[src/rtl/serial_deserializer_d_pkg.sv]
// Shared constants and helpers for the serial deserializer slice.
package serial_deserializer_d_pkg;

  localparam int DEFAULT_WIDTH = 8;

  // Counter width for a WIDTH-bit word; never narrower than one bit.
  function automatic int cnt_width(input int width);
    int w;
    w = $clog2(width);
    return (w < 1) ? 1 : w;
  endfunction

endpackage

[src/rtl/serial_deserializer_d_shift.sv]
// Chain of D flip-flops with enable and synchronous clear; clear and shift may
// coincide, in which case the incoming bit enters an all-zero register.
module serial_shift_register
  import serial_deserializer_d_pkg::*;
#(
  parameter int WIDTH     = DEFAULT_WIDTH,
  parameter bit MSB_FIRST = 1'b1
) (
  input  logic             clk,
  input  logic             reset_L,
  input  logic             clear,
  input  logic             shift_en,
  input  logic             d_in,
  output logic [WIDTH-1:0] q
);

  logic [WIDTH-1:0] base;
  logic [WIDTH-1:0] d_next;

  assign base = clear ? '0 : q;

  genvar i;
  generate
    for (i = 0; i < WIDTH; i++) begin : g_stage
      logic src;
      if (MSB_FIRST) begin : g_msb
        if (i == 0) begin : g_head
          assign src = d_in;
        end else begin : g_link
          assign src = base[i-1];
        end
      end else begin : g_lsb
        if (i == WIDTH - 1) begin : g_head
          assign src = d_in;
        end else begin : g_link
          assign src = base[i+1];
        end
      end
      assign d_next[i] = shift_en ? src : base[i];

      always_ff @(posedge clk) begin
        if (!reset_L) q[i] <= 1'b0;
        else          q[i] <= d_next[i];
      end
    end
  endgenerate

endmodule

[src/rtl/serial_deserializer_d.sv]
// Serial-to-parallel deserializer with a one-word holding register, valid/ready
// output handshake, sticky overrun flag and word-boundary realignment.
module serial_deserializer_d
  import serial_deserializer_d_pkg::*;
#(
  parameter int WIDTH     = DEFAULT_WIDTH,
  parameter bit MSB_FIRST = 1'b1
) (
  input  logic                        clk,
  input  logic                        reset_L,
  input  logic                        serial_in,
  input  logic                        serial_valid,
  input  logic                        align,
  input  logic                        out_ready,
  input  logic                        overrun_clr,
  output logic [WIDTH-1:0]            data_out,
  output logic                        data_valid,
  output logic [cnt_width(WIDTH)-1:0] bit_count,
  output logic                        overrun
);

  localparam int CW = cnt_width(WIDTH);
  localparam logic [CW-1:0] LAST = CW'(WIDTH - 1);

  logic [WIDTH-1:0] shift_q;
  logic [WIDTH-1:0] word;
  logic             complete;
  logic             xfer;
  logic             hold_free;

  serial_shift_register #(
    .WIDTH    (WIDTH),
    .MSB_FIRST(MSB_FIRST)
  ) u_shift (
    .clk     (clk),
    .reset_L (reset_L),
    .clear   (align),
    .shift_en(serial_valid),
    .d_in    (serial_in),
    .q       (shift_q)
  );

  // The completed word is the value the shift register takes at this edge.
  generate
    if (MSB_FIRST) begin : g_word_msb
      assign word = {shift_q[WIDTH-2:0], serial_in};
    end else begin : g_word_lsb
      assign word = {serial_in, shift_q[WIDTH-1:1]};
    end
  endgenerate

  // Align takes precedence over a completion on the same edge.
  assign complete  = serial_valid && !align && (bit_count == LAST);
  assign xfer      = data_valid && out_ready;
  assign hold_free = !data_valid || xfer;

  always_ff @(posedge clk) begin
    if (!reset_L) begin
      bit_count <= '0;
    end else if (align) begin
      bit_count <= serial_valid ? CW'(1) : '0;
    end else if (serial_valid) begin
      bit_count <= complete ? '0 : bit_count + CW'(1);
    end
  end

  always_ff @(posedge clk) begin
    if (!reset_L) begin
      data_out   <= '0;
      data_valid <= 1'b0;
    end else if (complete && hold_free) begin
      data_out   <= word;
      data_valid <= 1'b1;
    end else if (xfer) begin
      data_valid <= 1'b0;
    end
  end

  always_ff @(posedge clk) begin
    if (!reset_L)                      overrun <= 1'b0;
    else if (complete && !hold_free)   overrun <= 1'b1;
    else if (overrun_clr)              overrun <= 1'b0;
  end

endmodule

[config.mk]
export PLATFORM = sky130hd
export DESIGN_NAME = serial_deserializer_d
export DESIGN_NICKNAME = d
export VERILOG_FILES = /design/src/rtl/serial_deserializer_d_pkg.sv /design/src/rtl/serial_deserializer_d_shift.sv /design/src/rtl/serial_deserializer_d.sv
export SDC_FILE = /design/constraint.sdc
export NUM_CORES = 1
export LEC_CHECK = 0
export BUFFER_PORTS_ARGS = -buffer_cell sky130_fd_sc_hd__buf_2
export CAP_MARGIN = 25
export CORE_UTILIZATION = 45
export DETAILED_ROUTE_END_ITERATION = 7
export GPL_TIMING_DRIVEN = 1
export PLACE_DENSITY_LB_ADDON = 0.2
export SLEW_MARGIN = 0
export SYNTH_ARGS = -nofsm -noshare
export SYNTH_HDL_FRONTEND = slang
export SYNTH_SLANG_ARGS = --single-unit
[constraint.sdc]
create_clock -name clk -period 1.25 [get_ports clk]
set_input_delay 0.0625 -clock clk [delete_from_list [all_inputs] [get_ports clk]]
set_output_delay 0.0625 -clock clk [all_outputs]
set_load 0.03 [all_outputs]
==> flow_summary_export.csv <==
group,metric,value,unit
grt,busiest_layer,"met2",
floorplan,start_util,50.5,%
timing,finalSetupViolCount,8,
setup_path,crit_top_cell,"ha_4",
setup_path,crit_path_max_fanout,8,
logic_synthesis,ys_seq_elements,20,
drt,vias,649,
drt,wirelength,1680,um
timing,clock_skew,0.0130,ns
logic_synthesis,synth_nets,93,
setup_path,cp-start-kind,"flip-flop",
layout,drive_gt1_share,32.7,%
clock_network,htreeDepth,1,
hold_path,holdCritPathClass,"primary input to flip-flop",
timing,fmax,768,MHz
logic_synthesis,synth_xor_area_share,0,%
layout,area_delta_synth_final,31.2,%
run,maxCapViolations,0,
setup_path,crit_cells,6,
clock_network,cts_buffer_depth,2,
power_and_ir_drop,vdd_drop_max,0.000885,V
placement,gp_routability_congestion,0.810,
power_and_ir_drop,p_leak,0.442,nW
clock_network,insertion_delay,0.32,ns
setup_path,r2r_cells,6,
grt,antenna_found_initial,0,
setup_path,cp_top_family,"flip-flops",
power_and_ir_drop,power.density,1110,nW/um^2
clock_network,clk_pin_slew,0.12,ns
drt,final_antenna_net_count,0,
logic_synthesis,syn_area,806,um^2
drt,drc,0,
floorplan,chipWidth,44.3,um
timing,slew_violations,0,
grt,grt_overflow_total,0,
clock_network,cts_resized,0,
setup_path,critPathBufInv,1,
drt,first_iter_violations,10,
grt,use_met2,34.4,%
timing,rsz0062_at_grt,"true",
setup_path,reg2reg_to,"data_out[3]",
setup_path,r2r-start,"bit_count[0]",
floorplan,num_rows,14,
placement,dpl_worst_slack,-0.0735,ns
setup_path,crit_required,1.50,ns
grt,grt_pass1_vias,595,
logic_synthesis,yosysUniqueCellTypes,19,
clock_network,cts-root-buf,"clkbuf_4",
layout,fillers,148,
setup_path,endpoint,"data_out[3]",
timing,fin_ws,-0.0526,ns
grt,grt_pass1_wl,2800,um
status,status,"finished, violations left",
setup_path,end_kind,"flip-flop",
clock_network,cts.sink_count,20,
layout,most-common-layout-cells,"19 x buf_2, 17 x nand2_1, 17 x dfxtp_1",
floorplan,io_pins,20,
logic_synthesis,synth_adder_area_share,3.11,%
placement,hpwl,1150,um
floorplan,die_y,44.3,um
timing,timing.slew.headroom,78.2,%
logic_synthesis,synthSimpleGateAreaFrac,19.9,%
timing,hold_viol_final,0,
setup_path,slowest_stage,"dfxtp_4",
logic_synthesis,synth_top_family_by_area,"simple AND/OR/NAND/NOR gates",
grt,grt_max_degree,13,
timing,min_period,1.30,ns
floorplan,core_area,1590,um^2
clock_network,numCtsBuffers,3,
setup_path,arrival,1.56,ns
grt,grt_util_all_layers,20.4,%
status,violations,"setup timing",
logic_synthesis,yosysSeqAreaShare,49.7,%
logic_synthesis,synthMuxAreaShare,18.6,%
setup_path,worstSetupPathType,"flip-flop to flip-flop",
drt,first_pass_iters,3,
setup_path,r2r_slack,-0.05,ns
timing,worst_slew_pin_slew,0.327,ns
layout,mostFrequentLayoutCell,"buf_2",
layout,n_antenna_cell,0,
setup_path,crit_chain,"ha_4 -> ha_4 -> nand3b_1 -> nor2b_2 -> buf_12 -> mux2i_1",
grt,use_met1,23.8,%
power_and_ir_drop,p_total,1.18,mW
layout,final_nets,120,
drt,post_drt_via_cell_ratio,4.84,
setup_path,startpoint,"bit_count[0]",
logic_synthesis,synth-compound-area-share,4.50,%
logic_synthesis,avgSynthCellArea,9.59,um^2
clock_network,cts_tree,"done",
grt,met3_usage,6.12,%
setup_path,cp_slowest_stage_delay,0.37,ns
placement,io_buffers,19,
floorplan,die_area,1960,um^2
drt,wl_per_cell,12.5,um
logic_synthesis,synth_warnings,0,
timing,min_period_over_period,104,%
logic_synthesis,synth_cells,84,
-- logic make-up after synthesis --
| kind of cell | after synthesis |
|---|---|
| compound gates | 6 |
| fa+ha+maj | 2 |
| buf+inv | 6 |
| flops | 20 |
| mux | 15 |
| simple gates | 35 |
-- stage by stage --
step / hold WS [ns] / utilization [%] / std cells / cell area, um^2 / TNS [ns]
detailed placement: 0.336 / 61.8 / 127 / 985 / -0.439
floorplan: 0.205 / - / 84 / 840 / -0.257
finish: 0.0503 / 66.3 / 134 / 1060 / -0.272
global route: 0.0434 / 66.3 / 134 / 1060 / -0.793
CTS: 0.0431 / 66.3 / 134 / 1060 / -0.394
global placement: 0.328 / 61.8 / 127 / 985 / 0
-- worst min-delay path, cell delays in order --
cell and delay (ns):
buf_2 0.08, o22ai_1 0.06, and2_1 0.14
-- Yosys cell counts (all sizes together) --
cell type / number / area [um^2]
nor3b: 1 / 7.51
mux2i: 15 / 150
dfxtp: 20 / 400
ha: 2 / 25.0
inv: 1 / 3.75
o22ai: 1 / 6.26
a21oi: 2 / 10.0
o21ai: 1 / 5.00
and2: 1 / 6.26
buf: 2 / 18.8
clkbuf: 3 / 11.3
nand2b: 3 / 18.8
nor2: 9 / 33.8
nand2: 17 / 63.8
a21boi: 2 / 15.0
nand3b: 2 / 15.0
nor2b: 2 / 15.0
-- worst min-delay path by stage --
stage,start,endpoint,cells past startpoint
6_report,overrun_clr,overrun,3
5_1_grt,overrun_clr,overrun,3
4_1_cts,overrun_clr,overrun,3
3_5_place_dp,serial_in,data_out[0],3
3_3_place_gp,serial_in,data_out[0],3
2_1_floorplan,serial_in,data_out[0],2
-- where the power goes --
part	internal, mW	leakage (nW)	switching (mW)
Sequential	0.640	0.163	0.00487
Combinational	0.0342	0.253	0.0420
Clock	0.245	0.0261	0.213
-- timing repair --
action                                  in CTS  in global routing
pin swaps                                    1                  0
hold endpoints to repair                     1                  0
hold buffers                                 1                  0
endpoints found under the setup margin       8                  8
buffers inserted                             2                  0
-- flip-flops by register name, summed over array words and instances, names as in the netlist --
register    cells
overrun         1
data_valid      1
data_out        8
u_shift.q       7
bit_count       3
-- metal layers --
metal,wire length [um],share of wire [%]
met1,727,43
met2,858,51
met3,62,3.7
met4,31,1.8
met5,0,0
-- cell type report --
cell class | count | area (um^2) | area share (%)
clock buffer | 4 | 47.5 | 4.50
tap | 24 | 30.0 | 2.84
inverter | 1 | 3.75 | 0.355
multi-input combinational | 58 | 397 | 37.5
timing repair buffer | 27 | 170 | 16.1
sequential | 20 | 409 | 38.7
Power figures use the tool's default switching activity.
